$ cat src/rtl/bus_arbiter_if.sv
// bus_arbiter_if: request/grant bundle shared by the requesters and the arbiter
//   req   : per-source level request, driven by the requesters
//   gnt   : one-hot-or-zero grant, feeds each source's tri-state buffer OE
//   owner : index of the current (or, during turnaround, the last) owner
//   busy  : high while any grant bit is high
//   master modport is the arbiter side, slave modport is the requester side
interface bus_arbiter_if #(
    parameter int N     = 4,
    parameter int IDX_W = 2
);
    logic [N-1:0]     req;
    logic [N-1:0]     gnt;
    logic [IDX_W-1:0] owner;
    logic             busy;

    modport master (input req, output gnt, owner, busy);
    modport slave  (output req, input gnt, owner, busy);
endinterface

$ cat src/rtl/bus_arbiter.sv
// bus_arbiter: round-robin tri-state bus arbiter with turnaround gap and hold limit
//   i_clk   : system clock, all state changes on the rising edge
//   i_rst_n : asynchronous active-low reset
//   bus     : bus_arbiter_if master modport (req in; gnt, owner, busy out, all registered)
module bus_arbiter #(
    parameter int N        = 4,
    parameter int IDX_W    = 2,
    parameter int MAX_HOLD = 8,
    parameter int TURN     = 1,
    parameter int CNT_W    = 4
) (
    input  logic          i_clk,
    input  logic          i_rst_n,
    bus_arbiter_if.master bus
);
    typedef enum logic [1:0] {IDLE, GRANT, TURNAROUND} state_t;

    state_t           r_state, w_state;
    logic [N-1:0]     r_gnt, w_gnt;
    logic [IDX_W-1:0] r_owner, w_owner, r_ptr, w_ptr, w_sel, w_idx;
    logic [CNT_W-1:0] r_hold, w_hold, r_turn, w_turn;
    logic             r_busy, w_found, w_release, w_arb;

    assign bus.gnt   = r_gnt;
    assign bus.owner = r_owner;
    assign bus.busy  = r_busy;

    // First set request at or after r_ptr with wrap; the loop runs downward so
    // the smallest offset from the pointer is the last (winning) assignment.
    always_comb begin
        w_found = 1'b0;
        w_sel   = '0;
        w_idx   = '0;
        for (int i = N - 1; i >= 0; i--) begin
            w_idx = IDX_W'((int'(r_ptr) + i) % N);
            if (bus.req[w_idx]) begin
                w_found = 1'b1;
                w_sel   = w_idx;
            end
        end
    end

    // Owner lets go, or has used its full hold budget while someone else waits.
    assign w_release = !bus.req[r_owner] ||
                       (r_hold == CNT_W'(MAX_HOLD - 1) && |(bus.req & ~r_gnt));

    // Arbitration happens from IDLE or on the edge ending the last turnaround cycle.
    assign w_arb = r_state == IDLE || (r_state == TURNAROUND && r_turn == CNT_W'(TURN - 1));

    always_comb begin
        w_state = r_state;
        w_gnt   = r_gnt;
        w_owner = r_owner;
        w_ptr   = r_ptr;
        w_hold  = r_hold;
        w_turn  = r_turn;
        if (w_arb) begin
            w_state = w_found ? GRANT : IDLE;
            w_gnt   = w_found ? (N'(1) << w_sel) : '0;
            w_owner = w_found ? w_sel : '0;
            w_hold  = '0;
        end else if (r_state == GRANT) begin
            if (w_release) begin
                w_state = TURNAROUND;
                w_gnt   = '0;
                w_turn  = '0;
                w_ptr   = (r_owner == IDX_W'(N - 1)) ? '0 : r_owner + 1'b1;
            end else if (r_hold != CNT_W'(MAX_HOLD - 1)) begin
                w_hold = r_hold + 1'b1;
            end
        end else begin
            w_turn = r_turn + 1'b1;
        end
    end

    always_ff @(posedge i_clk or negedge i_rst_n) begin
        if (!i_rst_n) begin
            r_state <= IDLE;
            r_gnt   <= '0;
            r_owner <= '0;
            r_ptr   <= '0;
            r_hold  <= '0;
            r_turn  <= '0;
            r_busy  <= 1'b0;
        end else begin
            r_state <= w_state;
            r_gnt   <= w_gnt;
            r_owner <= w_owner;
            r_ptr   <= w_ptr;
            r_hold  <= w_hold;
            r_turn  <= w_turn;
            r_busy  <= |w_gnt;
        end
    end
endmodule

$ cat src/flat_wrapper.sv
// flat-port wrapper written by rule: the top's interface ports become plain ports
module bus_arbiter_flat 
#(
    parameter int N        = 4,
    parameter int IDX_W    = 2,
    parameter int MAX_HOLD = 8,
    parameter int TURN     = 1,
    parameter int CNT_W    = 4
)
  (i_clk, i_rst_n, bus_req, bus_gnt, bus_owner, bus_busy);
  bus_arbiter_if #(.N(N), .IDX_W(IDX_W)) bus_i ();
  input  logic i_clk;
  input  logic i_rst_n;
  input wire logic [$bits(bus_i.req)-1:0] bus_req;
  output wire logic [$bits(bus_i.gnt)-1:0] bus_gnt;
  output wire logic [$bits(bus_i.owner)-1:0] bus_owner;
  output wire logic [$bits(bus_i.busy)-1:0] bus_busy;
  assign bus_i.req = bus_req;
  assign bus_gnt = bus_i.gnt;
  assign bus_owner = bus_i.owner;
  assign bus_busy = bus_i.busy;
  bus_arbiter #(.N(N), .IDX_W(IDX_W), .MAX_HOLD(MAX_HOLD), .TURN(TURN), .CNT_W(CNT_W)) u_core (.i_clk(i_clk), .i_rst_n(i_rst_n), .bus(bus_i));
endmodule
$ cat config.mk
export PLATFORM = sky130hd
export DESIGN_NAME = bus_arbiter_flat
export DESIGN_NICKNAME = d
export VERILOG_FILES = /design/src/rtl/bus_arbiter_if.sv /design/src/rtl/bus_arbiter.sv /design/src/flat_wrapper.sv
export SDC_FILE = /design/constraint.sdc
export NUM_CORES = 1
export LEC_CHECK = 0
export CAP_MARGIN = 20
export CORE_UTILIZATION = 48
export DETAILED_ROUTE_END_ITERATION = 7
export MAX_ROUTING_LAYER = met4
export PLACE_DENSITY = 0.81
export SLEW_MARGIN = 20
export SYNTH_ARGS = -nofsm -noshare
export SYNTH_HDL_FRONTEND = slang
export SYNTH_SLANG_ARGS = --single-unit
$ cat constraint.sdc
create_clock -name i_clk -period 1.7 [get_ports i_clk]
set_input_delay 0.17 -clock i_clk [delete_from_list [all_inputs] [get_ports i_clk]]
set_output_delay 0.17 -clock i_clk [all_outputs]
set_load 0.02 [all_outputs]
==> results.md, run 1 <==
- Run status: finished with violations
- Failing checks: setup timing
- Count of input and output buffers: 12
- DRT Wirelength: 2468 um
- Crit path required time: 1.93 ns
- Unrepaired setup endpoints after global routing: true
- Clock tree sinks: 19
- Total grt overflow: 0
- Number of buffer and inverter stages on the critical path: 1
- Clock period minus final worst setup slack: 1.750 ns
- Clock tree from TritonCTS: done
- Cells traversed along the worst timing path: inv_2, ha_4, or3b_4, a211oi_4, nor3b_4, a32o_2
- Via count of the first global-routing pass: 958
- H-tree lvl count: 1
- Iteration-0 DRC count of the detailed router: 29
- Area of the die: 2370 um^2
- Number of buffers on the longest clock path: 2
- Worst-path maximum fanout: 3
- Layout overhead on the synthesized area: 36.24%
- Portion of the post-synthesis area used by sequential elements: 0.4545
- Average via count per standard cell: roughly 5.6
- Maximum number of pins on one net before global-route repair: 20
- Static power due to leakage: 0.6286 nW
- Crit. path cell count: 6
- Layout cell share with drive strength beyond 1: 0.3235
- First-pass detailed-route iteration total: 4
- Number of primary I/O pins: 13
- Worst ir drop on vdd: 1.020 mV
- Worst Tran Pin Value: 0.5384 ns
- Row cnt: 16
- Area taken by multi-input logic gates: about 570 um^2
- Antenna violations before repair: 0
- Achievable clock frequency: 571.4 MHz
- Count of unresolved DRC violations after routing: 0
- Fin Clk Skew: 0.01103 ns
- Starting density of the core: 0.5225
- Total global routing track utilization: 0.2393
- Most common flop cell mapped by yosys: sky130_fd_sc_hd__dfrtp_1
- Clock transition at the register clock pins on the worst setup and hold paths after CTS: 0.11 ns
- Sequential standard cell area: 476.7 um^2
- ANT nets after route: 0
- Number of maximum-capacitance violations: 0
- Worst-case reg-to-reg path depth: 6
- TritonCTS Buffers: 3
- Number of endpoints with negative hold slack in the final report: 0
- Chip width: 48.68 um
- Net Count, Synth: between 100 and 150
- Vertical extent of the die: 48.68 um
- Type of element launching the critical path: flip-flop
- Final setup viols: 4
- Total Nets Final: between 100 and 150
- Netlist Area Pre-Place: 1046 um^2
- Routability-driven placement congestion ratio: approximately 0.9
- Routed wire per std cell: roughly 15 um
- Max-slew headroom: 0.6373
- Arrival time at the worst endpoint: about 2.0 ns
- Number of different library cells in the post-synthesis netlist: 36
- Max-slew violation total from the final report: 0
- Power per standard cell area: 1528 nW/um^2
- Via Count: 915
- Number of warnings reported in the yosys synthesis log: 0
- Final WS setup: -0.05017 ns
- Average size of a mapped cell: about 11 um^2
- Fin Hold WS: slightly below 0.2 ns
- Pwr Total: around 2.2 mW
- Count of mapped cells out of synthesis: 97
- Cell with the largest stage delay on the worst path: sky130_fd_sc_hd__dfrtp_1
- Critical path type: flip-flop to flip-flop
- Placed cell areas: ~1300 um^2
- Register bit total from synthesis: 19
- Area of the core region: approximately 2000 um^2
- Share of synthesized flip-flops with an asynchronous set or reset: 1.000
- First-pass GRT wire length: 4174 um
- Worst path top cell family by delay: simple AND/OR/NAND/NOR gates
- Non-Filler Cell Area, Final: around 1400 um^2
- Longest individual stage delay on the worst path: around 0.4 ns
- DPL Wire Length: 1803 um
- Classification of the worst-slack hold path: input port to async pin
- Number of fill cells in the layout: 160
- Worst skew pair latency: about 0.3 ns
- Number of flops mapped to enable cells by yosys: 0
- Share of the cycle needed by the critical path after routing: 1.030
- Kind of end point of the critical path: flip-flop
- Root Buffer: sky130_fd_sc_hd__clkbuf_4
- ANT cells: 0
-- where the power goes --
part	internal, mW	switching (mW)
clock	0.0912	0.138
combinational	0.628	0.533
sequential	0.622	0.165
total	1.34	0.836
-- flip-flops by register name, indices dropped and copies added, names as in the netlist --
name,flops
u_core.r_turn,4
u_core.bus.busy,1
u_core.r_state,2
u_core.r_ptr,2
u_core.r_hold,4
u_core.bus.owner,2
u_core.bus.gnt,4
-- placed cells by master (no fill, tap or decap), types with 2 or more instances in the layout --
cell type / n
sky130_fd_sc_hd__a21o_2: 2
sky130_fd_sc_hd__a21oi_1: 4
sky130_fd_sc_hd__a32o_2: 2
sky130_fd_sc_hd__buf_4: 24
sky130_fd_sc_hd__clkbuf_4: 3
sky130_fd_sc_hd__clkdlybuf4s50_1: 12
sky130_fd_sc_hd__dfrtp_1: 18
sky130_fd_sc_hd__ha_1: 3
sky130_fd_sc_hd__inv_1: 3
sky130_fd_sc_hd__inv_2: 2
sky130_fd_sc_hd__mux2_1: 2
sky130_fd_sc_hd__nand2_1: 5
sky130_fd_sc_hd__nand2b_1: 7
sky130_fd_sc_hd__nand3_1: 7
sky130_fd_sc_hd__nor2_1: 2
sky130_fd_sc_hd__nor3_1: 2
sky130_fd_sc_hd__o211ai_1: 2
sky130_fd_sc_hd__o21ai_0: 5
sky130_fd_sc_hd__o22ai_1: 5
sky130_fd_sc_hd__o31ai_1: 2
-- layout make-up --
class / instances / share of cell area
multi-input combinational: 72 / 0.3995
sequential: 19 / 0.3345
timing repair buffer: 36 / 0.2107
tap: 27 / 0.02370
clock buffer: 4 / 0.01844
inverter: 5 / 0.01317
-- stage by stage --
| stage | cells | setup TNS (ns) | setup WS [ns] | utilization |
|---|---|---|---|---|
| 2_1_floorplan | 97 | 0 | 0.004537 | - |
| 3_3_place_gp | 152 | -0.5332 | -0.07935 | 0.6644 |
| 3_5_place_dp | 152 | -1.086 | -0.1442 | 0.6644 |
| 4_1_cts | 158 | -0.09801 | -0.05131 | 0.6913 |
| 5_1_grt | 163 | -0.6912 | -0.1412 | 0.7119 |
| 6_report | 163 | -0.1209 | -0.05017 | 0.7119 |
-- per-layer routing --
layer  track usage  routed length (um)  vias to the layer above
li1              -                   -                      451
met1        0.2785                1069                      439
met2        0.3958                1267                       19
met3       0.04403                  85                        6
met4        0.1176                  46                        0
met5             -                   0                        -
-- path summary, 6_finish.rpt --
path / start / endpoint / slack, ns
max: u_core.r_turn[1] / u_core.bus.gnt[3] / -0.05
min: i_rst_n / u_core.r_ptr[0] / 0.19
max reg2reg: u_core.r_turn[1] / u_core.bus.gnt[3] / -0.05
min reg2reg: u_core.r_hold[3] / u_core.r_hold[3] / 0.49
max in group asynchronous: i_rst_n / u_core.bus.owner[0] / 1.29
min in group i_clk: u_core.r_hold[3] / u_core.r_hold[3] / 0.49
-- timing repair --
| item | 4_1_cts | 5_1_grt |
|---|---|---|
| pin swaps | 3 | 2 |
| hold buffers | 0 | 0 |
| setup buffers | 2 | 5 |
| resized for setup | 4 | 2 |
| setup endpoints to repair | 5 | 13 |
-- synth_stat cells (2+ instances only) --
cell type / n / share of area
sky130_fd_sc_hd__dfrtp_1: 19 / 0.45
sky130_fd_sc_hd__nand2b_1: 7 / 0.042
sky130_fd_sc_hd__nand3_1: 7 / 0.033
sky130_fd_sc_hd__o21ai_0: 6 / 0.029
sky130_fd_sc_hd__inv_1: 5 / 0.018
sky130_fd_sc_hd__nand2_1: 5 / 0.018
sky130_fd_sc_hd__o22ai_1: 5 / 0.030
sky130_fd_sc_hd__a21oi_1: 4 / 0.019
sky130_fd_sc_hd__ha_1: 4 / 0.048
sky130_fd_sc_hd__a21o_2: 3 / 0.025
sky130_fd_sc_hd__a32o_2: 2 / 0.022
sky130_fd_sc_hd__mux2_1: 2 / 0.022
sky130_fd_sc_hd__nor2_1: 2 / 0.0072
sky130_fd_sc_hd__nor3_1: 2 / 0.0096
sky130_fd_sc_hd__o211ai_1: 2 / 0.014
sky130_fd_sc_hd__o31ai_1: 2 / 0.014
-- worst register-to-register path: cells and delay by family (launching register included) --
kind | cells | cell delay (ns)
AO/OA/AOI/OAI | 2 | 0.42
adder cells (fa/ha/maj) | 1 | 0.12
buffers and inverters | 1 | 0.08
flip-flops | 1 | 0.40
AND/OR/NAND/NOR | 2 | 0.68
-- cells by family after synthesis --
kind of cell,synth area share
AO/OA/AOI/OAI,0.2476
multiplexers,0.04306
flip-flops,0.4545
adder cells (fa/ha/maj),0.04785
buffers and inverters,0.02272
AND/OR/NAND/NOR,0.1842
Note: power is estimated with default switching activity, not from simulation.
==> run 2: changes to the inputs <==
--- a/config.mk
+++ b/config.mk
@@ -6,10 +6,10 @@
 export NUM_CORES = 1
 export LEC_CHECK = 0
 export CAP_MARGIN = 20
-export CORE_UTILIZATION = 48
+export CORE_UTILIZATION = 53
 export DETAILED_ROUTE_END_ITERATION = 7
 export MAX_ROUTING_LAYER = met4
-export PLACE_DENSITY = 0.81
+export PLACE_DENSITY = 0.85
 export SLEW_MARGIN = 20
 export SYNTH_ARGS = -nofsm -noshare
 export SYNTH_HDL_FRONTEND = slang
==> constraint.sdc (replaced) <==
create_clock -name i_clk -period 1.8 [get_ports i_clk]
set_input_delay 0.18 -clock i_clk [delete_from_list [all_inputs] [get_ports i_clk]]
set_output_delay 0.18 -clock i_clk [all_outputs]
set_load 0.02 [all_outputs]
==> run 2 against run 1 <==
Compared with the run above:
- hold slack gained 0.015 ns
- first-iteration DRC count unchanged
- register-to-register slack improved by 0.10 ns
- utilization up 4.5 points
- global-route usage up 5.2 points
- critical path depth is the same
- the run now ends clean
- sequential cell count unchanged
- sequential share of layout area grew 1.8 points
==> results.md, run 2 (same netlist as run 1, synthesis figures left out) <==
- Worst ir drop on vdd: 0.9877 mV (-3.2%)
- Routed wire per std cell: 17.27 um (+14%)
- Layout overhead on the synthesized area: 29.07%
- Type of element launching the critical path: flip-flop
- Fin Clk Skew: 0.001560 ns (-0.009471 ns)
- Layout cell share with drive strength beyond 1: 0.2713 (-0.05221)
- Clock tree from TritonCTS: done
- Worst skew pair latency: 0.30 ns (about the same)
- Worst-path maximum fanout: 3 (unchanged)
- First-pass detailed-route iteration total: 4 (unchanged)
- DPL Wire Length: 1865 um (+3.4%)
- Via Count: 947 (+3.5%)
- Run status: completed
- Count of input and output buffers: 12 (unchanged)
- Pwr Total: 1.952 mW (-10%)
- Total Nets Final: 140 (-4.8%)
- Row cnt: 15 (-1)
- Number of endpoints with negative hold slack in the final report: 0 (unchanged)
- Iteration-0 DRC count of the detailed router: 29 (unchanged)
- Total grt overflow: 0 (unchanged)
- Root Buffer: sky130_fd_sc_hd__clkbuf_4
- ANT nets after route: 0 (unchanged)
- Area of the die: 2155 um^2 (-9.0%)
- Chip width: 46.43 um (-4.6%)
- Total global routing track utilization: 0.2909 (+0.05158)
- Static power due to leakage: 0.5957 nW (-5.2%)
- Maximum number of pins on one net before global-route repair: 20 (unchanged)
- Clock tree sinks: 19 (unchanged)
- Most frequent standard cell in the layout excluding fill and tap cells: sky130_fd_sc_hd__dfrtp_1
- Crit path required time: 2.04 ns (+0.11 ns)
- Final WS setup: 0.05043 ns (+0.1006 ns)
- Classification of the worst-slack hold path: input port to async pin
- Max-slew violation total from the final report: 0 (unchanged)
- Longest individual stage delay on the worst path: 0.41 ns (about the same)
- Antenna violations before repair: 0 (unchanged)
- Cells traversed along the worst timing path: inv_2, ha_1, or3b_4, a211oi_4, nor3b_4, a32o_2
- Leading cell types in the layout, fill and taps excluded: sky130_fd_sc_hd__dfrtp_1, sky130_fd_sc_hd__buf_4, sky130_fd_sc_hd__clkdlybuf4s50_1
- Final setup viols: 0 (-4)
- TritonCTS Buffers: 3 (unchanged)
- Achievable clock frequency: 571.6 MHz (about the same)
- DRT Wirelength: 2659 um (+7.7%)
- Critical path type: flip-flop to flip-flop
- Routability-driven placement congestion ratio: 0.9047 (+1.9%)
- Count of unresolved DRC violations after routing: 0 (unchanged)
- Number of maximum-capacitance violations: 0 (unchanged)
- Share of the cycle needed by the critical path after routing: 0.9720 (-0.05753)
- Clock transition at the register clock pins on the worst setup and hold paths after CTS: 0.10 ns (about the same)
- Vertical extent of the die: 46.43 um (-4.6%)
- Starting density of the core: 0.5867 (+0.06417)
- Pre-CTS worst setup slack: -0.04657 ns (+0.09764 ns)
- Setup Total Neg Slack: 0 ns (+0.1209 ns)
- H-tree lvl count: 1 (unchanged)
- Worst-case reg-to-reg path depth: 6 (unchanged)
- Kind of end point of the critical path: flip-flop
- Area of the core region: 1783 um^2 (-11%)
- Average via count per standard cell: 6.149 (+9.5%)
- Cell with the largest stage delay on the worst path: sky130_fd_sc_hd__or3b_4
- Clock period minus final worst setup slack: 1.750 ns (-0.0006042 ns)
- ANT cells: 0 (unchanged)
- Number of buffers on the longest clock path: 2 (unchanged)
- Via count of the first global-routing pass: 929 (-3.0%)
- First-pass GRT wire length: 4243 um (+1.7%)
- Arrival time at the worst endpoint: 1.99 ns (about the same)
- Max-slew headroom: 0.7104 (+0.07311)
- Power per standard cell area: 1446 nW/um^2 (-5.4%)
- Worst Tran Pin Value: 0.4311 ns (-0.1073 ns)
- Number of primary I/O pins: 13 (unchanged)
run 2: stage by stage:
stage | util | std cells | hold slack [ns] | instance area (um^2)
floorplan | - | 97 | -0.1156 | 1046
global placement | 0.7235 | 146 | 0.4600 | 1290
detailed placement | 0.7235 | 146 | 0.4729 | 1290
CTS | 0.7425 | 151 | 0.2170 | 1324
global route | 0.7572 | 154 | 0.2371 | 1350
finish | 0.7572 | 154 | 0.2081 | 1350
run 2: critical path: cells and delay by family, from the launching register on:
| kind | cells | cell delay, ns |
|---|---|---|
| adders and majority gates | 1 | 0.12 |
| buffers and inverters | 1 | 0.06 |
| AOI/OAI and AO/OA | 2 | 0.41 |
| DFF | 1 | 0.40 |
| and+or+nand+nor | 2 | 0.69 |
run 2: final cells by class:
cell class / count / area (um^2)
multi-input combinational: 72 / 550.5
sequential: 19 / 475.5
fill: 121 / 432.9
timing repair buffer: 29 / 247.7
tap: 25 / 31.28
clock buffer: 4 / 26.28
inverter: 5 / 18.77
run 2: repair_timing:
item | in CTS | in global routing
hold buffers | 0 | 0
endpoints found under the setup margin | 2 | 9
setup buffers | 1 | 3
resized for setup | 0 | 4
pin swaps | 0 | 2
cloned | 0 | 0
run 2: final timing paths:
kind                                          end        startpoint  slack (ns)
worst min-delay path              u_core.r_ptr[1]           i_rst_n        0.21
min in group i_clk               u_core.r_hold[3]  u_core.r_hold[3]        0.51
worst max-delay path            u_core.bus.gnt[3]  u_core.r_turn[0]        0.05
worst max register to register  u_core.bus.gnt[3]  u_core.r_turn[0]        0.05
worst min register to register   u_core.r_hold[3]  u_core.r_hold[3]        0.51
max in group asynchronous       u_core.bus.gnt[2]           i_rst_n        1.39
run 2: report_power, final:
group | total, mW | leakage, nW | switching [mW] | internal, mW
registers | 0.757 | 0.238 | 0.172 | 0.586
logic | 0.981 | 0.343 | 0.473 | 0.508
clock network | 0.214 | 0.0150 | 0.127 | 0.0864
total | 1.95 | 0.596 | 0.772 | 1.18
run 2: routing by layer:
| metal | wire (um) | GRT usage |
|---|---|---|
| met2 | 1357 | 0.4806 |
| met5 | 0 | - |
| met3 | 164 | 0.05882 |
| met1 | 1056 | 0.3358 |
| met4 | 80 | 0.1294 |
==> run 3: changes to the inputs <==
--- a/config.mk
+++ b/config.mk
@@ -7,6 +7,7 @@
 export LEC_CHECK = 0
 export CAP_MARGIN = 20
 export CORE_UTILIZATION = 53
+export CTS_CLUSTER_SIZE = 16
 export DETAILED_ROUTE_END_ITERATION = 7
 export MAX_ROUTING_LAYER = met4
 export PLACE_DENSITY = 0.85
==> results of run 3 <==
Final layout, timing and power as in run 2 (identical DEF).
